$ cat config.mk
export PLATFORM = sky130hd
export DESIGN_NAME = time_digit_formatter
export DESIGN_NICKNAME = d
export VERILOG_FILES = /design/src/rtl/time_digit_formatter_pkg.sv /design/src/rtl/time_digit_formatter_bin6_to_bcd2.sv /design/src/rtl/time_digit_formatter.sv
export SDC_FILE = /design/constraint.sdc
export NUM_CORES = 1
export LEC_CHECK = 0
export ABC_CLOCK_PERIOD_IN_PS = 2250
export CAP_MARGIN = 20
export CELL_PAD_IN_SITES_DETAIL_PLACEMENT = 1
export CELL_PAD_IN_SITES_GLOBAL_PLACEMENT = 1
export CORE_ASPECT_RATIO = 1.2
export CORE_MARGIN = 2
export CORE_UTILIZATION = 41
export DETAILED_ROUTE_END_ITERATION = 10
export HOLD_SLACK_MARGIN = 0.1
export PLACE_DENSITY_LB_ADDON = 0.2
export SLEW_MARGIN = 20
export SYNTH_ARGS = -nofsm -noshare
export SYNTH_HDL_FRONTEND = slang
export SYNTH_HIERARCHICAL = 1
export SYNTH_SLANG_ARGS = --single-unit
$ cat constraint.sdc
create_clock -name clk -period 2.25 [get_ports clk]
set_clock_uncertainty 0.15 [all_clocks]
set_input_delay 0.45 -clock clk [delete_from_list [all_inputs] [get_ports clk]]
set_output_delay 0.45 -clock clk [all_outputs]
set_load 0.02 [all_outputs]
$ cat src/rtl/time_digit_formatter_pkg.sv
// rtl/time_digit_formatter_pkg.sv - shared constants, state type and hour map for the time digit formatter
// Purpose: edit-field codes, separator default, digit-enable masks, FSM state type,
//          and the 24 h -> 12 h hour mapping used by the formatter top.
// Ports:   none (package).
package time_digit_formatter_pkg;

   // edit_field encodings
   localparam logic [1:0] FLD_NONE = 2'd0;
   localparam logic [1:0] FLD_HOUR = 2'd1;
   localparam logic [1:0] FLD_MIN  = 2'd2;
   localparam logic [1:0] FLD_SEC  = 2'd3;

   localparam logic [3:0] SEP_CODE_DEF = 4'hA;

   // digit-enable masks, bit i pairs with digit di
   localparam logic [7:0] EN_ALL    = 8'hFF;
   localparam logic [7:0] EN_BLANK  = 8'h00;
   localparam logic [7:0] MASK_HOUR = 8'hC0;
   localparam logic [7:0] MASK_MIN  = 8'h18;
   localparam logic [7:0] MASK_SEC  = 8'h03;
   localparam logic [7:0] MASK_SEP  = 8'h24;
   localparam logic [7:0] MASK_LEAD = 8'h80;

   typedef enum logic [1:0] {
      ST_IDLE,
      ST_LOAD,
      ST_SHIFT,
      ST_COMMIT
   } fmt_state_t;

   // 0 -> 12, 1..12 unchanged, 13..31 -> h-12 (out-of-range hours pass through the same rule)
   function automatic logic [4:0] map_12h(input logic [4:0] h);
      if (h == 5'd0)
         return 5'd12;
      else if (h > 5'd12)
         return h - 5'd12;
      else
         return h;
   endfunction

endpackage

$ cat src/rtl/time_digit_formatter_bin6_to_bcd2.sv
// rtl/time_digit_formatter_bin6_to_bcd2.sv - sequential 6-bit binary to 2-digit BCD (double-dabble)
// Purpose: load captures a 6-bit value and clears the BCD register; each step applies the
//          add-3 correction to both nibbles and shifts one binary bit in. Six steps give
//          the result (0..63 -> tens 0..6, ones 0..9).
// Ports:   clk, rst_n (async, active low), load, step, bin[5:0] in; bcd[7:0] out {tens, ones}.
module bin6_to_bcd2 (
   input  logic       clk,
   input  logic       rst_n,
   input  logic       load,
   input  logic       step,
   input  logic [5:0] bin,
   output logic [7:0] bcd
);

   logic [5:0] shift_q;
   logic [7:0] bcd_q;
   logic [7:0] adj;

   // add-3 to any nibble >= 5 so the following shift carries correctly into the next decade
   always_comb begin
      adj = bcd_q;
      if (bcd_q[3:0] >= 4'd5) adj[3:0] = bcd_q[3:0] + 4'd3;
      if (bcd_q[7:4] >= 4'd5) adj[7:4] = bcd_q[7:4] + 4'd3;
   end

   always_ff @(posedge clk or negedge rst_n) begin
      if (!rst_n) begin
         shift_q <= '0;
         bcd_q   <= '0;
      end else if (load) begin
         shift_q <= bin;
         bcd_q   <= '0;
      end else if (step) begin
         // tens never exceeds 6, so adj[7] is always 0 and dropping it loses nothing
         bcd_q   <= {adj[6:0], shift_q[5]};
         shift_q <= {shift_q[4:0], 1'b0};
      end
   end

   assign bcd = bcd_q;

endmodule

$ cat src/rtl/time_digit_formatter.sv
// rtl/time_digit_formatter.sv - hour/minute/second to 8 seven-segment digit codes with enables
// Purpose: snapshots h/m/s/mode on change, converts via three double-dabble units, and commits
//          all digits and pm in a single edge. Drives a registered per-digit enable with
//          separator, leading-zero and edit-field blink handling.
// Ports:   clk, rst_n (async, active low); hour[4:0], minute[5:0], second[5:0], mode_12h,
//          edit_field[1:0] in; d7..d0[3:0] (d7 leftmost), en[7:0], pm, busy out.
module time_digit_formatter
   import time_digit_formatter_pkg::*;
#(
   parameter int unsigned BLINK_DIV = 25_000_000,
   parameter logic [3:0]  SEP_CODE  = SEP_CODE_DEF,
   parameter bit          SEP_EN    = 1'b1
) (
   input  logic       clk,
   input  logic       rst_n,
   input  logic [4:0] hour,
   input  logic [5:0] minute,
   input  logic [5:0] second,
   input  logic       mode_12h,
   input  logic [1:0] edit_field,
   output logic [3:0] d7,
   output logic [3:0] d6,
   output logic [3:0] d5,
   output logic [3:0] d4,
   output logic [3:0] d3,
   output logic [3:0] d2,
   output logic [3:0] d1,
   output logic [3:0] d0,
   output logic [7:0] en,
   output logic       pm,
   output logic       busy
);

   localparam int unsigned CW = (BLINK_DIV > 1) ? $clog2(BLINK_DIV) : 1;
   localparam logic [CW-1:0] CNT_MAX = CW'(BLINK_DIV - 1);

   fmt_state_t state_q, state_d;

   logic [4:0] hour_q;
   logic [5:0] min_q;
   logic [5:0] sec_q;
   logic       mode_q;
   logic       pm_snap_q;
   logic       force_q;      // guarantees one conversion after reset regardless of inputs
   logic [2:0] step_cnt_q;
   logic       valid_q;      // at least one COMMIT has happened since reset
   logic       lead_blank_q;

   logic [CW-1:0] blink_cnt_q;
   logic          blink_phase_q;

   logic       changed;
   logic       do_load;
   logic       do_step;
   logic       do_commit;
   logic [4:0] hour_mapped;
   logic [7:0] hour_bcd;
   logic [7:0] min_bcd;
   logic [7:0] sec_bcd;
   logic       lead_blank_new;
   logic       valid_next;
   logic       lead_next;
   logic [7:0] blink_mask;
   logic [7:0] en_d;

   assign changed     = {hour, minute, second, mode_12h} != {hour_q, min_q, sec_q, mode_q};
   assign do_load     = (state_q == ST_LOAD);
   assign do_step     = (state_q == ST_SHIFT);
   assign do_commit   = (state_q == ST_COMMIT);
   assign hour_mapped = mode_12h ? map_12h(hour) : hour;
   assign busy        = (state_q != ST_IDLE);

   // ---------------- FSM ----------------
   always_ff @(posedge clk or negedge rst_n) begin
      if (!rst_n) state_q <= ST_IDLE;
      else        state_q <= state_d;
   end

   always_comb begin
      state_d = state_q;
      unique case (state_q)
         ST_IDLE:   if (force_q || changed) state_d = ST_LOAD;
         ST_LOAD:   state_d = ST_SHIFT;
         ST_SHIFT:  if (step_cnt_q == 3'd5) state_d = ST_COMMIT;
         ST_COMMIT: state_d = ST_IDLE;
         default:   state_d = ST_IDLE;
      endcase
   end

   // ---------------- snapshot and step counter ----------------
   always_ff @(posedge clk or negedge rst_n) begin
      if (!rst_n) begin
         hour_q     <= '0;
         min_q      <= '0;
         sec_q      <= '0;
         mode_q     <= 1'b0;
         pm_snap_q  <= 1'b0;
         force_q    <= 1'b1;
         step_cnt_q <= '0;
      end else if (do_load) begin
         hour_q     <= hour;
         min_q      <= minute;
         sec_q      <= second;
         mode_q     <= mode_12h;
         pm_snap_q  <= mode_12h && (hour >= 5'd12);
         force_q    <= 1'b0;
         step_cnt_q <= '0;
      end else if (do_step) begin
         step_cnt_q <= step_cnt_q + 3'd1;
      end
   end

   // ---------------- converters ----------------
   // Load samples the live inputs on the same edge the snapshot registers do, so both agree.
   bin6_to_bcd2 u_hour_cvt (
      .clk   (clk),
      .rst_n (rst_n),
      .load  (do_load),
      .step  (do_step),
      .bin   ({1'b0, hour_mapped}),
      .bcd   (hour_bcd)
   );

   bin6_to_bcd2 u_min_cvt (
      .clk   (clk),
      .rst_n (rst_n),
      .load  (do_load),
      .step  (do_step),
      .bin   (minute),
      .bcd   (min_bcd)
   );

   bin6_to_bcd2 u_sec_cvt (
      .clk   (clk),
      .rst_n (rst_n),
      .load  (do_load),
      .step  (do_step),
      .bin   (second),
      .bcd   (sec_bcd)
   );

   // ---------------- commit ----------------
   assign lead_blank_new = mode_q && (hour_bcd[7:4] == 4'd0);

   always_ff @(posedge clk or negedge rst_n) begin
      if (!rst_n) begin
         d7 <= '0; d6 <= '0; d5 <= '0; d4 <= '0;
         d3 <= '0; d2 <= '0; d1 <= '0; d0 <= '0;
         pm           <= 1'b0;
         valid_q      <= 1'b0;
         lead_blank_q <= 1'b0;
      end else if (do_commit) begin
         d7 <= hour_bcd[7:4];
         d6 <= hour_bcd[3:0];
         d5 <= SEP_CODE;
         d4 <= min_bcd[7:4];
         d3 <= min_bcd[3:0];
         d2 <= SEP_CODE;
         d1 <= sec_bcd[7:4];
         d0 <= sec_bcd[3:0];
         pm           <= pm_snap_q;
         valid_q      <= 1'b1;
         lead_blank_q <= lead_blank_new;
      end
   end

   // ---------------- blink timebase ----------------
   always_ff @(posedge clk or negedge rst_n) begin
      if (!rst_n) begin
         blink_cnt_q   <= '0;
         blink_phase_q <= 1'b0;
      end else if (blink_cnt_q == CNT_MAX) begin
         blink_cnt_q   <= '0;
         blink_phase_q <= ~blink_phase_q;
      end else begin
         blink_cnt_q   <= blink_cnt_q + 1'b1;
      end
   end

   // ---------------- enable register ----------------
   // The commit-cycle values are folded in so en switches on the same edge as the digits.
   assign valid_next = valid_q | do_commit;
   assign lead_next  = do_commit ? lead_blank_new : lead_blank_q;

   always_comb begin
      blink_mask = EN_BLANK;
      unique case (edit_field)
         FLD_NONE: blink_mask = EN_BLANK;
         FLD_HOUR: blink_mask = MASK_HOUR;
         FLD_MIN:  blink_mask = MASK_MIN;
         FLD_SEC:  blink_mask = MASK_SEC;
         default:  blink_mask = EN_BLANK;
      endcase
   end

   always_comb begin
      en_d = EN_ALL;
      if (!SEP_EN)       en_d = en_d & ~MASK_SEP;
      if (lead_next)     en_d = en_d & ~MASK_LEAD;
      if (blink_phase_q) en_d = en_d & ~blink_mask;
      if (!valid_next)   en_d = EN_BLANK;
   end

   always_ff @(posedge clk or negedge rst_n) begin
      if (!rst_n) en <= EN_BLANK;
      else        en <= en_d;
   end

endmodule
### Word level (Yosys, flattened, before mapping)

Cells that the tools add are included.

| cells by class | value |
|---|---|
| add/subtract/negate cells | 9 |
| magnitude comparators | 8 |
| equality and inequality tests | 11 |
| multiplexer cells | 32 |
| bitwise logic cells | 4 |
| reduce and logical (&&, ||, !) cells | 10 |

Operator list:

| operator | count |
|---|---|
| two-way mux 8 bit | 9 |
| two-way mux 6 bit | 6 |
| case mux 8 bit (4 select lines) | 1 |
| adder 25 x 1 -> 25 bit (second input constant) | 1 |
| equality test 25 bit (second input constant) | 1 |
| two-way mux 25 bit | 1 |
| >= comparator 4 x 3 -> 1 bit (second input constant) | 6 |
| inequality test 18 bit | 1 |
| two-way mux 3 bit | 5 |
| two-way mux 5 bit | 3 |
| adder 4 x 2 -> 4 bit (second input constant) | 3 |
| two-way mux 4 bit | 3 |
| adder 3 x 2 -> 3 bit (second input constant) | 3 |
| bitwise AND 8 bit | 1 |
| equality test 2 bit (second input constant) | 4 |
| NOT 8 bit | 1 |
| case mux 2 bit (4 select lines) | 1 |
| >= comparator 5 x 4 -> 1 bit (second input constant) | 1 |
| > comparator 5 x 4 -> 1 bit (second input constant) | 1 |
| zero test 5 bit | 1 |
| subtractor 5 x 4 -> 5 bit (second input constant) | 1 |
| equality test 2 x 1 -> 1 bit (second input constant) | 2 |
| zero test 2 bit | 2 |
| zero test 4 bit | 1 |
| other kinds (12) | 15 |

| word-level totals | value |
|---|---|
| bits in registers | 129 |
| input bits | 22 |
| output and inout bits | 42 |
| logic and storage cells | 101 |

### Logic depth before layout (Yosys ltp)

Gate-level depths: netlist of the first run.

| logic depth | value |
|---|---|
| depth after elaboration | 7 |
| gate-level depth with buffers | 7 |

### Hierarchy

Netlist of the first run, hierarchy kept.

By module, submodules not included:

| module | times used | cells each | area an instance (um^2) | sequential area each (um^2) |
|---|---|---|---|---|
| time_digit_formatter | 1 | 324 | 3851.2 | 2078.2 |
| bin6_to_bcd2 | 3 | 74 | 745.7 | 350.3 |

### Worst setup path after synthesis of the first run

Ideal clock, no wire load.

| timing path | value |
|---|---|
| path type | register to register |
| start | register state_q[1] |
| end | register min_q[0] |
| library setup time | 125 ps |
| arrival | 1849 ps |
| slack | 126 ps |
| cell stages (with the launch flop) | 6 |
| buffers on the path | 2 |
| cells stage by stage | dfrtp_1 > inv_1 > ha_1 > clkbuf_1 > clkbuf_1 > mux2_2 |

| between the ends | value |
|---|---|
| word-level cells in the longest chain between the ends | 1 |

RTL lines:

| element | line | text |
|---|---|---|
| from (decl) | time_digit_formatter.sv:37 | `fmt_state_t state_q, state_d;` |
| from (signal assigned) | time_digit_formatter.sv:76 | `else state_q <= state_d;` |
| equality test 2 x 1 -> 1 bit | time_digit_formatter.sv:67 | `assign do_load = (state_q == ST_LOAD);` |
| net do_load | time_digit_formatter.sv:53 | `logic do_load;` |
| to (signal assigned) | time_digit_formatter.sv:102 | `min_q <= minute;` |
| to (decl) | time_digit_formatter.sv:40 | `logic [5:0] min_q;` |

The timed path passes the listed nets, and every way through them passes these cells.
A chain may end at the register's enable or synchronous reset.

### Worst setup path after layout of the first run

| timing path | value |
|---|---|
| start | register state_q[0] |
| end | output port busy |

| between the ends | value |
|---|---|
| word-level cells in the longest chain between the ends | 1 |

RTL lines:

| element | line | text |
|---|---|---|
| nonzero test 2 bit | time_digit_formatter.sv:71 | `assign busy = (state_q != ST_IDLE);` |
| to (decl) | time_digit_formatter.sv:31 | `output logic busy` |

Every way passes these cells.

==> results of run 1 <==
[cells in the final DEF (no fill, tap or decap), drive strengths merged, types with 2 or more instances in the layout]
| cell | instances |
|---|---|
| ha | 22 |
| o21ai | 35 |
| nor3 | 5 |
| bufinv | 3 |
| or4b | 9 |
| nand4 | 9 |
| clkinv | 5 |
| and4 | 2 |
| xnor2 | 25 |
| a31oi | 4 |
| nor2 | 30 |
| conb | 5 |
| nand4b | 8 |
| clkdlybuf4s50 | 57 |
| a21oi | 16 |
| o31ai | 3 |
| nand2 | 40 |
| clkbuf | 23 |
| mux2 | 51 |
| o311ai | 6 |
| nor4b | 2 |
| and3 | 2 |
| nor4 | 4 |
| dfrtp | 124 |
| inv | 26 |
| nand3 | 23 |
| mux2i | 18 |
| buf | 40 |
| xor2 | 19 |
| nand2b | 9 |
| a211oi | 6 |
[logic make-up (layout without fill, tap and decap cells)]
group / count (synthesis) / after routing / synth area share
multiplexers: 69 / 69 / 0.1239
buffers and inverters: 60 / 156 / 0.04562
flip-flops: 125 / 125 / 0.5140
XOR/XNOR: 44 / 44 / 0.06330
adder cells (fa/ha/maj): 22 / 22 / 0.04521
AO/OA/AOI/OAI: 75 / 75 / 0.07213
other: 1 / 5 / 0.0006159
AND/OR/NAND/NOR: 150 / 150 / 0.1352
[stage by stage]
step / cell area [um^2] / cells / setup slack, ns
detailed placement: 7109 / 814 / -0.1784
finish: 7709 / 846 / 0.07583
floorplan: 6103 / 550 / 0.1264
CTS: 7701 / 846 / 0.005581
global placement: 7109 / 814 / -0.1425
global route: 7709 / 846 / 0.01006
[registers in the layout, indices dropped and copies added, names as in the netlist, 2 cells and up]
| name | cells |
|---|---|
| step_cnt_q | 3 |
| min_q | 6 |
| u_hour_cvt/bcd | 8 |
| d4 | 4 |
| u_hour_cvt/shift_q | 6 |
| blink_cnt_q | 25 |
| d6 | 4 |
| d0 | 4 |
| sec_q | 6 |
| d1 | 4 |
| d7 | 4 |
| hour_q | 5 |
| u_sec_cvt/bcd | 8 |
| en | 5 |
| u_sec_cvt/shift_q | 6 |
| u_min_cvt/bcd | 8 |
| u_min_cvt/shift_q | 6 |
| d3 | 4 |
| state_q | 2 |
[path summary, 6_finish.rpt]
kind | start | end | slack [ns]
hold reg to reg | force_q | force_q | 0.34
min in group asynchronous | rst_n | u_min_cvt/bcd[2] | 0.39
setup reg to reg | state_q[0] | u_sec_cvt/bcd[1] | 0.13
max in group asynchronous | rst_n | force_q | 0.90
hold / removal | force_q | force_q | 0.34
setup / recovery | state_q[0] | busy | 0.08
[what timing repair did]
action,CTS,global route
pin swaps,0,1
gates resized for setup,1,2
hold buffers,1,0
hold endpoints to repair,30,0
setup endpoints to repair,1,15
[where the power goes]
| part | internal (mW) | switching [mW] |
|---|---|---|
| clock | 1.78 | 0.924 |
| combinational | 1.92 | 1.92 |
| sequential | 2.99 | 0.520 |
| total | 6.69 | 3.36 |
[metal layers]
metal | vias up | wire, um
li1 | 2066 | -
met1 | 2180 | 5625
met2 | 44 | 7537
met3 | 15 | 260
met4 | 0 | 209
met5 | - | 0
[final cells by class]
cell class	count	area, um^2
well taps	200	250.2
clock buffers	23	467.9
flip-flops and latches	125	3129
inverters	26	97.59
fillers	1536	6765
clock inverters	8	115.1
multi-input cells	365	2708
repair buffers	99	940.9
==> run_results.csv, run 1 <==
group,metric,value,unit
run_status,status,"finished, final reports clean",
floorplanning,core-area,0.01447,mm^2
logic_synthesis,synthArstFlopShare,1.000,
global_routing,grt-ovfl-total,0,
finish,area_growth,26.61,%
drt,wire_per_inst,16.11,um
critical_path,reg2reg_depth,5,
logic_synthesis,ys_seq_area_frac,0.5140,
clocking,clock_latency,0.41,ns
pwr,powerDensity,1304,mW/mm^2
floorplanning,die-width,115.2,um
timing,period_needed,2.174,ns
drt,dr.pass1.iters,4,
timing,worst_slew_pin_slew,0.6094,ns
clocking,cts_max_level,4,
critical_path,worst-path-buf-inv,3,
timing,rsz0062_at_grt,"false",
finish,drive_above_1_share,0.2028,
pwr,finalPower,10.05,mW
drt,drtAntennaViolNets,0,
placed_design,hpwl,9.554,mm
global_routing,antenna_found_initial,0,
pwr,power_leakage,3.329,nW
logic_synthesis,synth_edf_count,0,
logic_synthesis,synth_most_common_cell,"dfrtp_1",
critical_path,path_common_cell,"inv_1",
critical_path,crit_type,"flip-flop to primary output",
floorplanning,dieArea,0.01584,mm^2
critical_path,critPathMaxFanout,4,
logic_synthesis,synth_top_cell_area_share,0.5097,
drt,drt_iter0_markers,172,
critical_path,crit_path_top_delay_cell,"dfrtp_1",
hold_path,min_path_type,"flip-flop to flip-flop",
logic_synthesis,ys_ff_latch,125,
clocking,clock_sinks,125,
drt,num_vias,4305,
drt,vias_per_cell,5.089,
global_routing,met1_usage,0.2203,
timing,hold_viol,0,
placed_design,place.gp.congestion,0.7779,
logic_synthesis,yosysTopAreaCell,"dfrtp_1",
finish,antenna_cells,0,
logic_synthesis,synth_ff_type,"dfrtp_1",
drt,drc,0,
critical_path,critPathTopFamily,"buffers and inverters",
global_routing,use_met3,0.03476,
hold_path,min_path_cells,1,
clocking,postCtsSetupBuffers,0,
floorplanning,boundaryPins,64,
global_routing,use_met2,0.3533,
logic_synthesis,syn_area,0.006088,mm^2
global_routing,busiest_layer,"met2",
global_routing,first_global_vias,4891,
run,max_cap_violations,0,
clocking,tritoncts,"done",
critical_path,end_kind,"primary output",
timing,setup_viol_count_final,0,
floorplanning,start_util,0.4206,
clocking,cts_buffers,17,
timing,fmax,0.4599,GHz
critical_path,critical_path_required,1.65,ns
drt,routed_wl,13.63,mm
logic_synthesis,synth_area_leaders,"dfrtp_1, mux2_2, ha_1",
clocking,cts-root-buf,"clkbuf_16",
timing,finalCritPeriodShare,0.9663,
logic_synthesis,syn_inst,546,
critical_path,worst_setup_path_start_kind,"flip-flop",
logic_synthesis,synth_common_cells,"dfrtp_1, mux2_2, nand2_1",
finish,fin_nets,678,
clocking,clk_pin_slew,0.05,ns
critical_path,cp.arrival,1.57,ns
global_routing,grt_pass1_wl,23.84,mm
pwr,ir_drop,0.4688,mV
logic_synthesis,yosysUniqueCellTypes,50,
clocking,clock_path_buffers,2,
timing,whs,0.3352,ns
floorplanning,die_h,137.5,um
timing,setup-tns-final,0,ns
critical_path,path_depth,4,
timing,slew_viol_final,0,
critical_path,crit_chain,"inv_1 -> ha_1 -> inv_1 -> clkdlybuf4s15_1",
finish,fin_util,0.5326,
logic_synthesis,yosysWarnings,6,
logic_synthesis,avgSynthCellArea,11.15,um^2
critical_path,max_stage_delay,0.42,ns
floorplanning,row_count,48,
global_routing,grt_max_degree,51,
placed_design,portBuffers,59,
timing,maxSlewHeadroom,0.5906,
global_routing,gr-usage-all-layers,0.1912,
Note: power is estimated with default switching activity, not from simulation.
==> run 2: changes to the inputs <==
CAP_MARGIN = default   (was 20)
PLACE_DENSITY = 0.83   (was default)
PLACE_DENSITY_LB_ADDON = default   (was 0.2)
==> run_results.csv, run 2 (synthesized netlist as in run 1, its figures left out) <==
group,metric,value,unit
placed_design,place_area,0.007032,mm^2
placed_design,portBuffers,59,
pwr,power_leakage,3.281,nW
global_routing,grt_pass1_wl,23.88,mm
floorplanning,core-area,0.01447,mm^2
run_status,status,"finished, final reports clean",
clocking,tritoncts,"done",
critical_path,r2r_setup_slack,0.12,ns
clocking,clk_pin_slew,0.06,ns
clocking,cts_max_level,4,
timing,worst_slew_pin_slew,0.6416,ns
global_routing,antenna_found_initial,0,
clocking,clock_path_buffers,2,
finish,final_cell_area,0.007644,mm^2
pwr,finalPower,10.08,mW
timing,fin_ws,0.05167,ns
global_routing,first_global_vias,4829,
floorplanning,row_count,48,
finish,area_growth,25.54,%
floorplanning,start_util,0.4206,
clocking,cts_buffers,17,
finish,top_register,"blink_cnt_q",
timing,setup-tns-final,0,ns
hold_path,min_path_type,"input port to async pin",
placed_design,place_inst,802,
run,max_cap_violations,0,
critical_path,timing.rr.end,"state_q[0]",
pwr,ir_drop,0.6259,mV
critical_path,reg2reg_depth,8,
finish,layout_common_cells,"dfrtp_1, clkdlybuf4s50_1, mux2_2",
clocking,clock_latency,0.41,ns
critical_path,crit_type,"flip-flop to primary output",
timing,setup_viol_count_final,0,
finish,stdcell_count,834,
placed_design,hpwl,9.756,mm
clocking,clock_sinks,125,
floorplanning,die_h,137.5,um
critical_path,critical_path_required,1.65,ns
floorplanning,dieArea,0.01584,mm^2
critical_path,critPathMaxFanout,4,
finish,nFillCells,1511,
critical_path,cp-endpoint,"busy",
drt,dr.pass1.iters,4,
finish,multi_input_area,0.002716,mm^2
critical_path,critPathLaunch,"state_q[0]",
timing,hold_viol,0,
drt,drt_iter0_markers,241,
drt,routed_wl,14.37,mm
drt,drc,0,
drt,num_vias,4371,
finish,fin_util,0.5281,
global_routing,grt-ovfl-total,0,
drt,wire_per_inst,17.23,um
critical_path,r2r_start,"state_q[0]",
finish,fin_nets,666,
timing,slew_viol_final,0,
timing,whs,0.2568,ns
clocking,cts-root-buf,"clkbuf_16",
finish,largest_reg_flops,25,
floorplanning,die-width,115.2,um
finish,final_common_cell,"dfrtp_1",
floorplanning,boundaryPins,64,
finish,antenna_cells,0,
timing,maxSlewHeadroom,0.5723,
timing,finalCritPeriodShare,0.9770,
global_routing,grt_max_degree,48,
drt,drtAntennaViolNets,0,
critical_path,worst_setup_path_start_kind,"flip-flop",
critical_path,cp.arrival,1.60,ns
timing,fmax,0.4549,GHz
timing,period_needed,2.198,ns
pwr,powerDensity,1318,mW/mm^2
drt,vias_per_cell,5.241,
critical_path,end_kind,"primary output",
placed_design,pre_cts_slack,-0.2228,ns
global_routing,gr-usage-all-layers,0.1944,
finish,regArea,0.003129,mm^2
placed_design,place.gp.congestion,0.7900,
finish,drive_above_1_share,0.1909,
-- run 2: worst min path at each step --
| stage | from | endpoint | slack [ns] | cells after the start |
|---|---|---|---|---|
| 6_report | rst_n | u_min_cvt/bcd[2] | 0.26 | 2 |
| 5_1_grt | rst_n | u_min_cvt/bcd[2] | 0.28 | 2 |
| 3_3_place_gp | rst_n | u_min_cvt/bcd[3] | 0.13 | 1 |
| 2_1_floorplan | rst_n | blink_cnt_q[0] | 0.004 | 0 |
| 3_5_place_dp | rst_n | u_min_cvt/bcd[3] | 0.13 | 1 |
| 4_1_cts | rst_n | u_min_cvt/bcd[2] | 0.24 | 2 |
-- run 2: what timing repair did --
item                                    4_1_cts  5_1_grt
hold buffers                                  1        0
pin swaps                                     0        1
setup buffers                                 0        0
endpoints found under the hold margin       124        0
gates resized for setup                       3        1
endpoints found under the setup margin        3       16
-- run 2: area by class of cell --
cell class | count | share of cell area
Clock buffer | 24 | 0.06564
Timing Repair Buffer | 87 | 0.1129
Inverter | 26 | 0.01277
Multi-Input combinational cell | 365 | 0.3554
Sequential cell | 125 | 0.4094
Clock inverter | 7 | 0.01113
Tap cell | 200 | 0.03274
-- run 2: worst max-delay path, cell delays in order, from the launching register on --
cell and delay (ns):
dfrtp_1 0.42, inv_1 0.11, ha_1 0.22, inv_1 0.12, clkdlybuf4s15_1 0.32
-- run 2: where the power goes --
group	internal (mW)	leakage, nW	switching (mW)
sequential	2.99	1.58	0.545
combinational	1.87	1.40	1.99
clock	1.76	0.296	0.927
total	6.62	3.28	3.46
-- run 2: per-layer routing --
metal | GRT usage | routed length (um) | vias to the layer above | share of wire
li1 | - | - | 2042 | -
met1 | 0.2138 | 5814 | 2221 | 0.40
met2 | 0.3575 | 7761 | 83 | 0.54
met3 | 0.04883 | 488 | 25 | 0.034
met4 | 0.07497 | 308 | 0 | 0.021
met5 | 0 | 0 | - | 0
==> RTL change 1, RTL diff (config.mk and constraints of run 2) <==
Encoding of `fmt_state_t`: now one-hot (4 bits for 4 states).
--- a/src/rtl/time_digit_formatter_pkg.sv
+++ b/src/rtl/time_digit_formatter_pkg.sv
@@ -21,11 +21,11 @@
    localparam logic [7:0] MASK_SEP  = 8'h24;
    localparam logic [7:0] MASK_LEAD = 8'h80;
 
-   typedef enum logic [1:0] {
-      ST_IDLE,
-      ST_LOAD,
-      ST_SHIFT,
-      ST_COMMIT
+   typedef enum logic [3:0] {
+      ST_IDLE   = 4'b0001,
+      ST_LOAD   = 4'b0010,
+      ST_SHIFT  = 4'b0100,
+      ST_COMMIT = 4'b1000
    } fmt_state_t;
 
    // 0 -> 12, 1..12 unchanged, 13..31 -> h-12 (out-of-range hours pass through the same rule)
Check against the original RTL: same outputs for any inputs over 10 cycles, from zero or initial values and one cycle with rst_n low; not proved beyond that.
==> RTL change 1 against run 2 <==
Power shrank 6.7%; area after synthesis increased by 2.0%; global-route usage grew 0.71 points; utilization decreased by 0.76 points; sequential cell count up 2; design area up 1.5%; die area increased by 1.9%; setup slack worse by 0.016 ns; routed wire length up 5.2%; critical path type unchanged; largest cell class unchanged; highest routed layer unchanged.
==> RTL change 1: results (changes against run 2) <==
\begin{tabular}{lr}
\hline
Metric & Value \\
\hline
\multicolumn{2}{l}{\textbf{Place}} \\
\quad Worst slack, placed & -0.140 ns (was -0.223 ns) \\
\quad Post-detailed-placement half-perimeter wirelength & 10400 µm (was 9760 µm) \\
\quad \# placed instances & 812 (was 802) \\
\multicolumn{2}{l}{\textbf{Global route}} \\
\quad Total global-route track usage & 20.1\% (was 19.4\%) \\
\quad Maximum number of pins on one net before global-route repair & 52 (was 48) \\
\quad Number of global-route vias before repair & 5012 (was 4829) \\
\quad Global-route wire length before repair & 25100 µm (was 23900 µm) \\
\multicolumn{2}{l}{\textbf{Critical path}} \\
\quad Reg-to-Reg Start & state\_q[2] (was state\_q[0]) \\
\quad Setup slack of the most critical reg-to-reg path & 0.10 ns (was 0.12 ns) \\
\quad R2R cell count & 7 (was 8) \\
\quad Slowest CP cell & sky130\_fd\_sc\_hd\_\_dfstp\_2 (was sky130\_fd\_sc\_hd\_\_dfrtp\_1) \\
\multicolumn{2}{l}{\textbf{Logic synthesis}} \\
\quad Adder and majority gate portion of the synthesized area & 3.43\% (was 4.52\%) \\
\quad Post-Syn Area per Cell & 11.3 µm² (was 11.2 µm²) \\
\quad Cell types with the largest area share after synthesis & sky130\_fd\_sc\_hd\_\_dfrtp\_1 50\%, sky130\_fd\_sc\_hd\_\_mux2\_2 8.9\%, sky130\_fd\_sc\_hd\_\_xnor2\_1 4.1\% (was sky130\_fd\_sc\_hd\_\_dfrtp\_1 51\%, sky130\_fd\_sc\_hd\_\_mux2\_2 9.4\%, sky130\_fd\_sc\_hd\_\_ha\_1 4.5\%) \\
\quad Part of the Yosys area used for sequential elements & 51.2\% (was 51.4\%) \\
\quad Area fraction in compound gates after synthesis & 8.39\% (was 7.21\%) \\
\quad Portion of netlist area occupied by mux cells & 11.8\% (was 12.4\%) \\
\multicolumn{2}{l}{\textbf{Cells and area}} \\
\quad Fill cell instance count of the final layout & 1580 (was 1511) \\
\quad Number of buffers outside the clock class in the layout & 88 (was 87) \\
\quad Net total in the final layout & 667 (was 666) \\
\multicolumn{2}{l}{\textbf{Pwr}} \\
\quad Sw Ratio & 33.4\% (was 34.3\%) \\
\multicolumn{2}{l}{\textbf{Routing}} \\
\quad Wirelength, routed & 15100 µm (was 14400 µm) \\
\quad Detail-routed via count per cell & 5.30 (was 5.24) \\
\quad Total via count in the routed design & 4480 (was 4371) \\
\multicolumn{2}{l}{\textbf{Timing}} \\
\quad Hold WS & 0.339 ns (was 0.257 ns) \\
\multicolumn{2}{l}{\textbf{Status}} \\
\quad Outcome & finished, final reports clean (unchanged) \\
\multicolumn{2}{l}{\textbf{Floorplan}} \\
\quad Floorplan die width & 116 µm (was 115 µm) \\
\hline
\end{tabular}
RTL change 1: cell count changes after synthesis, sizes merged, moves of 3 or more:
cell / delta
a21oi: +4
nand3: -6
xnor2: +4
xor2: -9
or3: +4
ha: -5
o31ai: +3
inv: -3
buf: +6
clkbuf: -7
and3: +3
nor2: -6
o21ai: +3
RTL change 1: metal layers:
layer	global-route usage [%]	wire length (µm)	up-vias
met5	0	0	-
met4	8.52	484	0
met3	5.94	502	37
met2	34.6	7960	73
met1	23.1	6180	2268
li1	-	-	2102
RTL change 1: worst max-delay path by stage:
stage	start	end	slack, ns	depth (start not counted)
2_1_floorplan	state_q[2]	u_hour_cvt/bcd[1]	0.16	5
3_3_place_gp	hour[2]	u_hour_cvt/shift_q[3]	-0.06	8
3_5_place_dp	hour[2]	u_hour_cvt/shift_q[3]	-0.14	8
4_1_cts	state_q[0]	busy	0.008	2
5_1_grt	state_q[0]	busy	0.008	2
6_report	state_q[0]	busy	0.04	2
==> RTL change 2, RTL diff (settings of run 2) <==
Made on the original files. Change the parameter `BLINK_DIV` from 25_000_000 to 50_000_000.
--- a/src/rtl/time_digit_formatter.sv
+++ b/src/rtl/time_digit_formatter.sv
@@ -7,7 +7,7 @@
 module time_digit_formatter
    import time_digit_formatter_pkg::*;
 #(
-   parameter int unsigned BLINK_DIV = 25_000_000,
+   parameter int unsigned BLINK_DIV = 50_000_000,
    parameter logic [3:0]  SEP_CODE  = SEP_CODE_DEF,
    parameter bit          SEP_EN    = 1'b1
 ) (
Formal check against the unedited RTL: same outputs for any inputs over 10 cycles, from zero or initial values and one cycle with rst_n low; that may be too few to reach the edited logic, so the function may still have changed.
==> RTL change 2 against run 2 <==
Setup slack gained 0.035 ns; area after synthesis grew 1.5%; power grew 2.5%; final cell count grew 2.9%; sequential cell count grew 1; die area grew 1.5%; design area grew 1.9%; sequential share of layout area shrank 0.45 points; first-iteration DRC count shrank 34%; global-route usage grew 1.1 points; routed wire length grew 6.2%; critical path type is now reg -> reg; largest power group unchanged.
==> RTL change 2: results (changes against run 2) <==
\begin{tabular}{lr}
\hline
Metric & Value \\
\hline
\multicolumn{2}{l}{\textbf{Routing}} \\
\quad Wirelength, routed & 15300 µm (was 14400 µm) \\
\quad Detailed router's first-iteration violation count & 159 (was 241) \\
\quad Wire length on met3 & 408 µm (was 488 µm) \\
\quad Detailed-routing wirelength on met1 & 5990 µm (was 5810 µm) \\
\quad Total via count in the routed design & 4476 (was 4371) \\
\quad Avg WL per Cell & 17.8 µm (was 17.2 µm) \\
\multicolumn{2}{l}{\textbf{Global route}} \\
\quad Maximum number of pins on one net before global-route repair & 127 (was 48) \\
\quad Number of global-route vias before repair & 5007 (was 4829) \\
\quad GR Layer Usage met2 & 37.8\% (was 35.8\%) \\
\quad Met3 track demand over resource in global routing & 4.38\% (was 4.88\%) \\
\quad Total global-route track usage & 20.5\% (was 19.4\%) \\
\multicolumn{2}{l}{\textbf{Pwr}} \\
\quad P\_clk & 2840 µW (was 2690 µW) \\
\quad Sw Ratio & 34.8\% (was 34.3\%) \\
\quad Share of power burned in the clock network & 27.5\% (was 26.7\%) \\
\quad Comb pwr share & 38.1\% (was 38.3\%) \\
\multicolumn{2}{l}{\textbf{Place}} \\
\quad Post-place instance area & 7150 µm² (was 7030 µm²) \\
\quad \# placed instances & 825 (was 802) \\
\quad GPL Wtd Cong & 0.818 (was 0.790) \\
\quad Worst slack, placed & -0.159 ns (was -0.223 ns) \\
\multicolumn{2}{l}{\textbf{Logic synthesis}} \\
\quad Part of the Yosys area used for sequential elements & 51.0\% (was 51.4\%) \\
\quad Cell types with the largest area share after synthesis & sky130\_fd\_sc\_hd\_\_dfrtp\_1 51\%, sky130\_fd\_sc\_hd\_\_mux2\_2 9.3\%, sky130\_fd\_sc\_hd\_\_ha\_1 4.5\% (was sky130\_fd\_sc\_hd\_\_dfrtp\_1 51\%, sky130\_fd\_sc\_hd\_\_mux2\_2 9.4\%, sky130\_fd\_sc\_hd\_\_ha\_1 4.5\%) \\
\quad Most numerous cell types in the synthesized netlist & 125 x sky130\_fd\_sc\_hd\_\_dfrtp\_1, 51 x sky130\_fd\_sc\_hd\_\_mux2\_2, 38 x sky130\_fd\_sc\_hd\_\_nand2\_1 (was 124 x sky130\_fd\_sc\_hd\_\_dfrtp\_1, 51 x sky130\_fd\_sc\_hd\_\_mux2\_2, 40 x sky130\_fd\_sc\_hd\_\_nand2\_1) \\
\quad Number of distinct library cell variants in the gate-level netlist after synthesis & 51 (was 50) \\
\quad Synthesized instance count & 559 (was 546) \\
\multicolumn{2}{l}{\textbf{Clock tree}} \\
\quad Clock latency of the later-clocked register in the worst-skew pair & 0.43 ns (was 0.41 ns) \\
\multicolumn{2}{l}{\textbf{Status}} \\
\quad Outcome & finished, final reports clean (unchanged) \\
\multicolumn{2}{l}{\textbf{Critical path}} \\
\quad Worst-path maximum fanout & 17 (was 4) \\
\quad Arrival time of data at the critical path endpoint & 2.32 ns (was 1.60 ns) \\
\multicolumn{2}{l}{\textbf{Timing}} \\
\quad Slew headroom & 53.2\% (was 57.2\%) \\
\hline
\end{tabular}
RTL change 2: final cells by class:
cell class / count / area (µm²) / area share (%)
timing repair buffer: 94 / 886 / 11.4
clock buffer: 19 / 453 / 5.81
tap: 204 / 255 / 3.28
inverter: 30 / 113 / 1.45
sequential: 126 / 3150 / 40.5
multi-input combinational: 372 / 2770 / 35.5
clock inverter: 13 / 163 / 2.09
RTL change 2: worst paths after layout:
check | start | to | slack, ns | cells past startpoint
worst max-delay path | state_q[0] | u_sec_cvt/bcd[4] | 0.09 | 5
worst min register to register | force_q | force_q | 0.34 | 1
max in group asynchronous | rst_n | u_hour_cvt/bcd[4] | 0.91 | 3
worst max register to register | state_q[0] | u_sec_cvt/bcd[4] | 0.09 | 5
worst min-delay path | force_q | force_q | 0.34 | 1
min in group asynchronous | rst_n | hour_q[4] | 0.49 | 3
RTL change 2: cells by family after synthesis:
logic type | count (synthesis) | share of synthesized area, %
AOI/OAI and AO/OA | 75 | 7.19
xor gates and xnor gates | 45 | 6.38
adders and majority gates | 22 | 4.45
buffers and inverters | 65 | 4.82
DFF | 126 | 51.0
muxes | 69 | 12.2
other | 1 | 0.0607
and+or+nand+nor | 156 | 13.9
RTL change 2: worst max-delay path, cell delays in order, from the launching register on:
cell and delay, ns:
sky130_fd_sc_hd__dfrtp_1 0.45, sky130_fd_sc_hd__inv_1 0.15, sky130_fd_sc_hd__ha_2 0.44, sky130_fd_sc_hd__buf_4 0.24, sky130_fd_sc_hd__or4b_1 0.49, sky130_fd_sc_hd__o31ai_1 0.12
RTL change 2: what timing repair did:
item	CTS	global route
resized for setup	2	3
endpoints found under the hold margin	125	0
setup endpoints to repair	1	3
hold buffers	1	0
